File: src/rtl/sram_pkg.sv
// Shared types and default parameters for the SRAM responder slice.
//   state_t       : responder FSM states
//   DEF_*         : default WIDTH / DEPTH / WAIT_CYCLES
//   CNT_W         : wait-state counter width (covers WAIT_CYCLES 0..15)
package sram_pkg;

  typedef enum logic [1:0] {
    IDLE = 2'd0,
    WAIT = 2'd1,
    RESP = 2'd2,
    HOLD = 2'd3
  } state_t;

  localparam int unsigned DEF_WIDTH       = 16;
  localparam int unsigned DEF_DEPTH       = 64;
  localparam int unsigned DEF_WAIT_CYCLES = 2;
  localparam int unsigned CNT_W           = 4;

endpackage

File: src/rtl/sram_responder_if.sv
// Single-port valid/ready memory request interface.
//   valid_i/wr_rd_i/addr_i/wdata_i : request from initiator
//   ready_o/rdata_o/err_o          : one-cycle completion from responder
interface sram_responder_if #(
  parameter int unsigned WIDTH     = sram_pkg::DEF_WIDTH,
  parameter int unsigned ADDR_SIZE = $clog2(sram_pkg::DEF_DEPTH)
);

  logic                 valid_i;
  logic                 wr_rd_i;
  logic [ADDR_SIZE-1:0] addr_i;
  logic [WIDTH-1:0]     wdata_i;
  logic                 ready_o;
  logic [WIDTH-1:0]     rdata_o;
  logic                 err_o;

  modport master (
    output valid_i, wr_rd_i, addr_i, wdata_i,
    input  ready_o, rdata_o, err_o
  );

  modport slave (
    input  valid_i, wr_rd_i, addr_i, wdata_i,
    output ready_o, rdata_o, err_o
  );

endinterface

File: src/rtl/sram_array.sv
// WIDTH x DEPTH storage: synchronous write, registered read, async clear.
//   clk, rst_n     : clock, async active-low clear of all words and rdata
//   we/addr/wdata  : write port (caller guarantees addr < DEPTH when we=1)
//   re/rd_zero     : load rdata with mem[addr], or with 0 when rd_zero=1
//   rdata          : registered read data, holds between reads
module sram_array #(
  parameter int unsigned WIDTH     = 16,
  parameter int unsigned DEPTH     = 64,
  parameter int unsigned ADDR_SIZE = 6
) (
  input  logic                 clk,
  input  logic                 rst_n,
  input  logic                 we,
  input  logic                 re,
  input  logic                 rd_zero,
  input  logic [ADDR_SIZE-1:0] addr,
  input  logic [WIDTH-1:0]     wdata,
  output logic [WIDTH-1:0]     rdata
);

  logic [WIDTH-1:0] mem [DEPTH];

  // Storage and read register share one clear so reset wipes everything at once.
  always_ff @(posedge clk or negedge rst_n) begin
    if (!rst_n) begin
      for (int unsigned i = 0; i < DEPTH; i++) mem[i] <= '0;
      rdata <= '0;
    end else begin
      if (we) mem[addr] <= wdata;
      if (re) rdata <= rd_zero ? '0 : mem[addr];
    end
  end

endmodule

File: src/rtl/sram_responder.sv
// Responder end of the valid/ready memory interface with programmable wait states.
//   clk_i : clock
//   rst_i : async active-low reset (aborts any request, clears the array)
//   bus   : slave modport of sram_responder_if
module sram_responder
  import sram_pkg::*;
#(
  parameter int unsigned WIDTH       = DEF_WIDTH,
  parameter int unsigned DEPTH       = DEF_DEPTH,
  parameter int unsigned ADDR_SIZE   = $clog2(DEPTH),
  parameter int unsigned WAIT_CYCLES = DEF_WAIT_CYCLES
) (
  input  logic             clk_i,
  input  logic             rst_i,
  sram_responder_if.slave  bus
);

  state_t               state;
  logic [CNT_W-1:0]     cnt;
  logic [ADDR_SIZE-1:0] addr_q;
  logic                 wr_q;
  logic [WIDTH-1:0]     wdata_q;
  logic                 ready_q;
  logic                 err_q;
  logic [WIDTH-1:0]     rdata;

  logic                 go_resp_c;
  logic [ADDR_SIZE-1:0] acc_addr_c;
  logic                 acc_wr_c;
  logic [WIDTH-1:0]     acc_wdata_c;
  logic                 in_range_c;

  // The access happens on the edge that enters RESP; with zero wait states
  // that is the capture edge itself, so the live inputs are used in IDLE.
  always_comb begin
    acc_addr_c  = addr_q;
    acc_wr_c    = wr_q;
    acc_wdata_c = wdata_q;
    go_resp_c   = 1'b0;
    if (state == IDLE) begin
      acc_addr_c  = bus.addr_i;
      acc_wr_c    = bus.wr_rd_i;
      acc_wdata_c = bus.wdata_i;
      go_resp_c   = bus.valid_i && (WAIT_CYCLES == 0);
    end else if (state == WAIT) begin
      go_resp_c = (cnt == '0);
    end
    in_range_c = (32'(acc_addr_c) < DEPTH);
  end

  // Request FSM, wait counter and registered completion flags.
  always_ff @(posedge clk_i or negedge rst_i) begin
    if (!rst_i) begin
      state   <= IDLE;
      cnt     <= '0;
      addr_q  <= '0;
      wr_q    <= 1'b0;
      wdata_q <= '0;
      ready_q <= 1'b0;
      err_q   <= 1'b0;
    end else begin
      ready_q <= go_resp_c;
      err_q   <= go_resp_c && !in_range_c;
      case (state)
        IDLE: begin
          if (bus.valid_i) begin
            addr_q  <= bus.addr_i;
            wr_q    <= bus.wr_rd_i;
            wdata_q <= bus.wdata_i;
            if (WAIT_CYCLES == 0) begin
              state <= RESP;
            end else begin
              state <= WAIT;
              cnt   <= CNT_W'(WAIT_CYCLES - 1);
            end
          end
        end
        WAIT: begin
          if (cnt == '0) state <= RESP;
          else           cnt   <= cnt - CNT_W'(1);
        end
        RESP:    state <= HOLD;
        HOLD:    state <= IDLE;
        default: state <= IDLE;
      endcase
    end
  end

  sram_array #(
    .WIDTH     (WIDTH),
    .DEPTH     (DEPTH),
    .ADDR_SIZE (ADDR_SIZE)
  ) u_array (
    .clk     (clk_i),
    .rst_n   (rst_i),
    .we      (go_resp_c && acc_wr_c && in_range_c),
    .re      (go_resp_c && !acc_wr_c),
    .rd_zero (!in_range_c),
    .addr    (acc_addr_c),
    .wdata   (acc_wdata_c),
    .rdata   (rdata)
  );

  assign bus.ready_o = ready_q;
  assign bus.err_o   = err_q;
  assign bus.rdata_o = rdata;

endmodule
File: src/flat_wrapper.sv
// flat-port wrapper written by rule: the top's interface ports become plain ports
module sram_responder_flat import sram_pkg::*;
#(
  parameter int unsigned WIDTH       = DEF_WIDTH,
  parameter int unsigned DEPTH       = DEF_DEPTH,
  parameter int unsigned ADDR_SIZE   = $clog2(DEPTH),
  parameter int unsigned WAIT_CYCLES = DEF_WAIT_CYCLES
)
  (clk_i, rst_i, bus_valid_i, bus_wr_rd_i, bus_addr_i, bus_wdata_i, bus_ready_o, bus_rdata_o, bus_err_o);
  sram_responder_if #(.WIDTH(WIDTH), .ADDR_SIZE(ADDR_SIZE)) bus_i ();
  input  logic clk_i;
  input  logic rst_i;
  input wire logic [$bits(bus_i.valid_i)-1:0] bus_valid_i;
  input wire logic [$bits(bus_i.wr_rd_i)-1:0] bus_wr_rd_i;
  input wire logic [$bits(bus_i.addr_i)-1:0] bus_addr_i;
  input wire logic [$bits(bus_i.wdata_i)-1:0] bus_wdata_i;
  output wire logic [$bits(bus_i.ready_o)-1:0] bus_ready_o;
  output wire logic [$bits(bus_i.rdata_o)-1:0] bus_rdata_o;
  output wire logic [$bits(bus_i.err_o)-1:0] bus_err_o;
  assign bus_i.valid_i = bus_valid_i;
  assign bus_i.wr_rd_i = bus_wr_rd_i;
  assign bus_i.addr_i = bus_addr_i;
  assign bus_i.wdata_i = bus_wdata_i;
  assign bus_ready_o = bus_i.ready_o;
  assign bus_rdata_o = bus_i.rdata_o;
  assign bus_err_o = bus_i.err_o;
  sram_responder #(.WIDTH(WIDTH), .DEPTH(DEPTH), .ADDR_SIZE(ADDR_SIZE), .WAIT_CYCLES(WAIT_CYCLES)) u_core (.clk_i(clk_i), .rst_i(rst_i), .bus(bus_i));
endmodule
File: config.mk
export PLATFORM = sky130hd
export DESIGN_NAME = sram_responder_flat
export DESIGN_NICKNAME = d
export VERILOG_FILES = /design/src/rtl/sram_pkg.sv /design/src/rtl/sram_responder_if.sv /design/src/rtl/sram_array.sv /design/src/rtl/sram_responder.sv /design/src/flat_wrapper.sv
export SDC_FILE = /design/constraint.sdc
export NUM_CORES = 2
export LEC_CHECK = 0
export CAP_MARGIN = 25
export CORE_MARGIN = 4
export CORE_UTILIZATION = 40
export CTS_CLUSTER_SIZE = 30
export DETAILED_ROUTE_END_ITERATION = 10
export GPL_TIMING_DRIVEN = 0
export PLACE_DENSITY_LB_ADDON = 0.12
export SLEW_MARGIN = 20
export SYNTH_ARGS = -nofsm -noshare
export SYNTH_HDL_FRONTEND = slang
export SYNTH_SLANG_ARGS = --single-unit
export TNS_END_PERCENT = 5
File: constraint.sdc
create_clock -name clk_i -period 5.1 [get_ports clk_i]
set_input_delay 0.51 -clock clk_i [delete_from_list [all_inputs] [get_ports clk_i]]
set_output_delay 0.51 -clock clk_i [all_outputs]
set_load 0.01 [all_outputs]
* Word-level counts from Yosys, hierarchy flattened
Index checks and enable logic that the tools add are counted.
** Operators by class
- Add/sub/neg operators :: 1
- Multipliers :: 0
- Divide/modulo/power cells :: 0
- Order comparisons :: 2
- Eq/ne operators :: 6
- Shifts and indexed selects :: 0
- Multiplexer cells :: 17
- Bitwise operators :: 1
- Reductions and logical operators :: 10
** Operators by type and width (count)
- 1024-bit bitwise mux :: 1
- 16-bit binary-select mux with 6-bit select :: 1
- 16-bit demux with 6-bit select :: 1
- 16-bit two-way mux :: 4
- 4-bit two-way mux :: 2
- 2-bit case mux with 4 select lines :: 1
- 4-bit case mux with 2 select lines :: 1
- 7-bit >= comparator (second input constant) :: 1
- 7-bit by 1-bit less-than comparator with 1-bit output (second input constant) :: 1
- 6-bit inverter with 7-bit output :: 1
- 6-bit two-way mux :: 1
- 2-bit inequality test (second input constant) :: 3
- 2-bit == test (second input constant) :: 2
- 4-bit logical NOT :: 1
- 2-bit two-way mux :: 2
- 2-bit AND reduction :: 2
- 4-bit by 1-bit subtractor with 4-bit output (second input constant) :: 1
- 1-bit logical AND :: 3
- 1-bit two-way mux :: 3
- 3-bit AND reduction :: 1
- 2-bit by 1-bit == test with 1-bit output (second input constant) :: 1
- 2-bit logical NOT :: 1
- 2-bit nonzero test :: 1
- 1-bit logical NOT :: 1
** Storage, ports and cells
- Register bits :: 1070
- Latch bits :: 0
- Memory bits (writable) :: 0
- ROM bits :: 0
- Bits of input ports :: 26
- Output and inout port bits :: 18
- Word-level logic and storage cells :: 108
- Memories kept :: 0

* Longest topological paths before layout
- Depth after elaboration :: 8
- Mapped depth :: 14
- Depth with buffers taken out :: 9

* By module
A second synthesis with hierarchy kept.
** Unflattened totals
- Cells, all modules :: 3623
- Area, all modules :: 49063.3 um^2
** By module, submodules not included
- sram_array :: times used 1, cells each 3497, area an instance 47465.5 um^2, sequential area each 26025.0 um^2
- sram_responder :: times used 1, cells each 126, area an instance 1597.8 um^2, sequential area each 750.7 um^2

* Worst setup path after synthesis
No wires, ideal clock.
- Path type :: reg-to-reg
- Start :: register u_core.state[0]
- End :: register u_core.u_array.rdata[11]
- Setup time :: 0.119 ns
- Data arrival time :: 2.378 ns
- Data required time :: 4.981 ns
- Setup slack :: 2.603 ns
- Stages on the path, launching flop included :: 12
- Buffers on the path :: 2
- Period minus slack after synthesis :: 2.497 ns
- Cell sequence :: dfrtp_1 -> inv_1 -> ha_1 -> buf_6 -> mux2_4 -> buf_6 -> mux2_4 -> a222oi_1 -> a31oi_1 -> nor4_1 -> nand4_1 -> o21a_1
** On the way
- Cells in the longest elaborated chain, start to end :: 6
- Elaborated cells on any way between the ends :: 12
- Classes of those cells :: eq/ne: 1; mux: 7; bitwise: 1; reduce/logical: 3
** Ends and longest elaborated chain
- from (decl) :: RTL line sram_responder.sv:18 : state_t state;
- from (signal assigned) :: RTL line sram_responder.sv:54 : state <= IDLE;
- from (signal assigned) :: RTL line sram_responder.sv:71 : state <= RESP;
- from (signal assigned) :: RTL line sram_responder.sv:73 : state <= WAIT;
- 2-bit logical NOT :: RTL line sram_responder.sv:40 : if (state == IDLE) begin
- 6-bit two-way mux :: RTL line sram_responder.sv:40
- 6-bit inverter with 7-bit output (implied by the code) :: RTL line sram_array.sv:30 : if (re) rdata <= rd_zero ? '0 : mem[addr];
- 16-bit binary-select mux with 6-bit select :: RTL line sram_array.sv:30
- 16-bit two-way mux (implied by the code) (2 in series) :: RTL line sram_array.sv:30
- to (signal assigned) :: RTL line sram_array.sv:30
- to (decl) :: RTL line sram_array.sv:18 : output logic [WIDTH-1:0] rdata
Parallel ways exist; a longest one is shown, timed or not. The select of a mux whose other input is x is not followed.
A chain may end at the register's enable or synchronous reset.

* Worst setup path after layout
- Start :: register u_core.state[0]
- End :: register u_core.u_array.rdata[14]
The elaborated chain is that of the path after synthesis.

==> impl_metrics.json <==
{
  "fin_worst_skew_ns": 0.0395,
  "synth_edf_count": 0,
  "arrival_ns": 5.38,
  "yosysWarnings": 0,
  "hold_viol": 0,
  "synth_seq_cells": 1070,
  "async_reset_ff_share_pct": 100,
  "finalCritPeriodShare_pct": 94.6,
  "muxShareOfSynthArea_pct": 1.92,
  "totalWireLength_mm": 237,
  "cp_slowest_cell": "nor4_1",
  "grt_usage_pct": 39.8,
  "cap_violations": 0,
  "syn_avg_cell_area_um2": 9.81,
  "grt_overflow_total": 0,
  "place_area_mm2": 0.0482,
  "crit_type": "register to register",
  "synth_fa_ha_area_share_pct": 0.140,
  "nNetsFinal": 4790,
  "worstSetupStartpointType": "register",
  "r2r-start": "u_core.state[0]",
  "drt_iter0_drc": 7662,
  "h-tree-depth": 3,
  "final_cell_mix": "1,070 x dfrtp_1, 913 x nand2_1, 750 x o21ai_0, 397 x a22oi_1, 308 x a21oi_1",
  "synth_compound_area_share_pct": 22.1,
  "grt_pass1_wl_mm": 321,
  "cts.repair.resized": 0,
  "fmax_ghz": 0.207,
  "setup_slack_ns": 0.275,
  "clock_latency_ns": 0.73,
  "reg2reg_to": "u_core.u_array.rdata[14]",
  "route.detailed.drc": 0,
  "end_kind": "register",
  "areaGrowthSynthToFinish_pct": 16.7,
  "cts_buffers": 115,
  "rr_worst_depth": 10,
  "fin_cells": 6359,
  "drt.antenna.violating_nets": 0,
  "dr.pass1.iters": 9,
  "synthXorXnorAreaFrac_pct": 0,
  "rsz0062_at_grt": "false",
  "worst_pin_slew_ns": 1.24,
  "ir_worst_vdd_uv": 556,
  "ys_top_cells_by_area": "dfrtp_1 60%, o21ai_0 8.4%, nand2_1 7.7%",
  "whs_ns": 0.369,
  "synth_cell_types": 56,
  "syn-cell-area_mm2": 0.0447,
  "core_area_mm2": 0.111,
  "power_density_mw_per_mm2": 585,
  "cpPeakStageDelay_ns": 1.11,
  "grt_pass1_vias": 37800,
  "path_depth": 10,
  "final_common_cell": "dfrtp_1",
  "rows": 122,
  "synthCells": 4556,
  "crit_required_ns": 5.66,
  "gp_congestion": 1.01,
  "setup_violations": 0,
  "cp_max_fo": 10,
  "p_seq_share_pct": 32.8,
  "crit_path_end": "u_core.u_array.rdata[14]",
  "crit_path_cell_trace": "inv_1 > ha_1 > buf_6 > mux2i_2 > nor2b_1 > nand2_1 > clkbuf_1 > a41oi_1 > nor4_1 > a31oi_1",
  "io_buffers": 42,
  "min_path_type": "input pin to async pin",
  "clock_sinks": 1070,
  "p_leak_nw": 22.6,
  "p_comb_share_pct": 38.5,
  "fin_area_mm2": 0.0521,
  "drive_gt1_share_pct": 9.98,
  "yosysTopAreaCell": "dfrtp_1",
  "die_y_um": 342,
  "vias": 41600,
  "slew_viol_final": 0,
  "ys_seq_area_share_pct": 59.9,
  "dp_hpwl_mm": 161,
  "internal-power_mw": 16.6,
  "detail_route.wl_per_cell_um": 37.3,
  "synthesis.nets": 4587,
  "cp-startpoint": "u_core.state[0]",
  "ios": 44,
  "pre_cts_ws_ns": 0.524,
  "clockBufferDepth": 3,
  "synth_top_area_share_pct": 59.9,
  "start_util_pct": 40.3,
  "cts_tree": "built",
  "crit_buf_inv": 3,
  "fin_tns_setup_ns": 0,
  "status": "finished, final reports clean",
  "r2r_slack_ns": 0.27,
  "via_per_inst": 6.55,
  "relSlewSlack_pct": 16.5,
  "cts-root-buf": "clkbuf_16",
  "dieArea_mm2": 0.117,
  "antenna_found_initial": 30,
  "clk_pin_slew_ns": 0.06,
  "synth-simple-area-share_pct": 11.7,
  "sw_frac_of_total_pct": 45.4,
  "grt_max_degree": 143,
  "dp.cells": 6129,
  "p_switching_mw": 13.9,
  "die_w_um": 342,
  "power.share.clock_pct": 28.7,
  "fin_crit_ns": 4.83,
  "synth_ff_type": "dfrtp_1",
  "synth_top_family_by_area": "compound AO/OA/AOI/OAI gates",
  "crit_family": "simple AND/OR/NAND/NOR gates"
}
[Yosys cell counts (10+ instances only)]
cell / count
a21oi_1: 308
a221oi_1: 13
a222oi_1: 44
a22oi_1: 397
a31oi_1: 41
a41oi_1: 43
and3_1: 10
buf_2: 125
clkbuf_1: 287
dfrtp_1: 1070
mux2_2: 51
mux2i_1: 20
nand2_1: 913
nand3_1: 15
nand4_1: 36
nor2_1: 289
o21ai_0: 750
o21ai_1: 26
[per-layer routing]
layer | vias to the layer above | part of all wire, % | track usage, %
met1 | 21100 | 38 | 53.7
met3 | 716 | 15 | 16.6
met2 | 3314 | 39 | 53.1
li1 | 16500 | - | -
met5 | - | 0.069 | 0.542
met4 | 14 | 7.1 | 23.4
[repair_timing]
action	4_1_cts	5_1_grt
setup endpoints to repair	0	0
setup buffers	0	0
hold buffers	1	0
hold endpoints to repair	87	0
[power by group through the flow]
stage,sequential [mW],clock (mW),combinational [mW]
final,10.0,8.75,11.7
after global routing,10.1,9.05,11.4
after CTS,9.97,8.71,10.9
after detailed placement,10.1,0,10.9
after global placement,10.1,0,10.0
after floorplan,9.89,0,3.72
[cell families (layout without fill, tap and decap cells)]
| kind of cell | after synthesis | after routing |
|---|---|---|
| buf+inv | 436 | 730 |
| compound gates | 1655 | 1655 |
| other cells | 1 | 22 |
| simple gates | 1313 | 1313 |
| fa+ha+maj | 5 | 5 |
| mux | 76 | 76 |
| flops | 1070 | 1070 |
[per-stage QoR]
stage               utilization, %  power [mW]
finish                        47.0        30.5
global route                  47.0        30.5
CTS                           47.0        29.6
detailed placement            43.5        21.0
global placement              42.4        20.2
floorplan                        -        13.6
[flip-flops by register name, summed over array words and instances (netlist names)]
name,flops
u_core.u_array.rdata,16
u_core.state,2
u_core.addr_q,6
u_core.cnt,4
u_core.bus.ready_o,1
u_core.wdata_q,16
u_core.wr_q,1
u_core.u_array.mem,1024
[cell type report]
cell class,count,area [µm²]
clock buffer,182,3500
tap,1488,1860
clock inverter,26,347
multi-input combinational,3050,16300
antenna,21,52.6
timing repair buffer,86,1420
buffer,432,1900
sequential,1070,26800
inverter,4,15.0
fill,10700,58700
[worst min-delay path by stage]
stage | start | to | slack, ns | cells after the start
2_1_floorplan | rst_i | u_core.addr_q[0] | 0.21 | 0
3_3_place_gp | u_core.u_array.mem[987] | u_core.u_array.mem[987] | 0.46 | 2
3_5_place_dp | u_core.u_array.mem[987] | u_core.u_array.mem[987] | 0.47 | 2
4_1_cts | rst_i | u_core.state[1] | 0.40 | 2
5_1_grt | rst_i | u_core.state[1] | 0.44 | 2
6_report | rst_i | u_core.cnt[0] | 0.37 | 2
(Power assumes the default switching activity.)
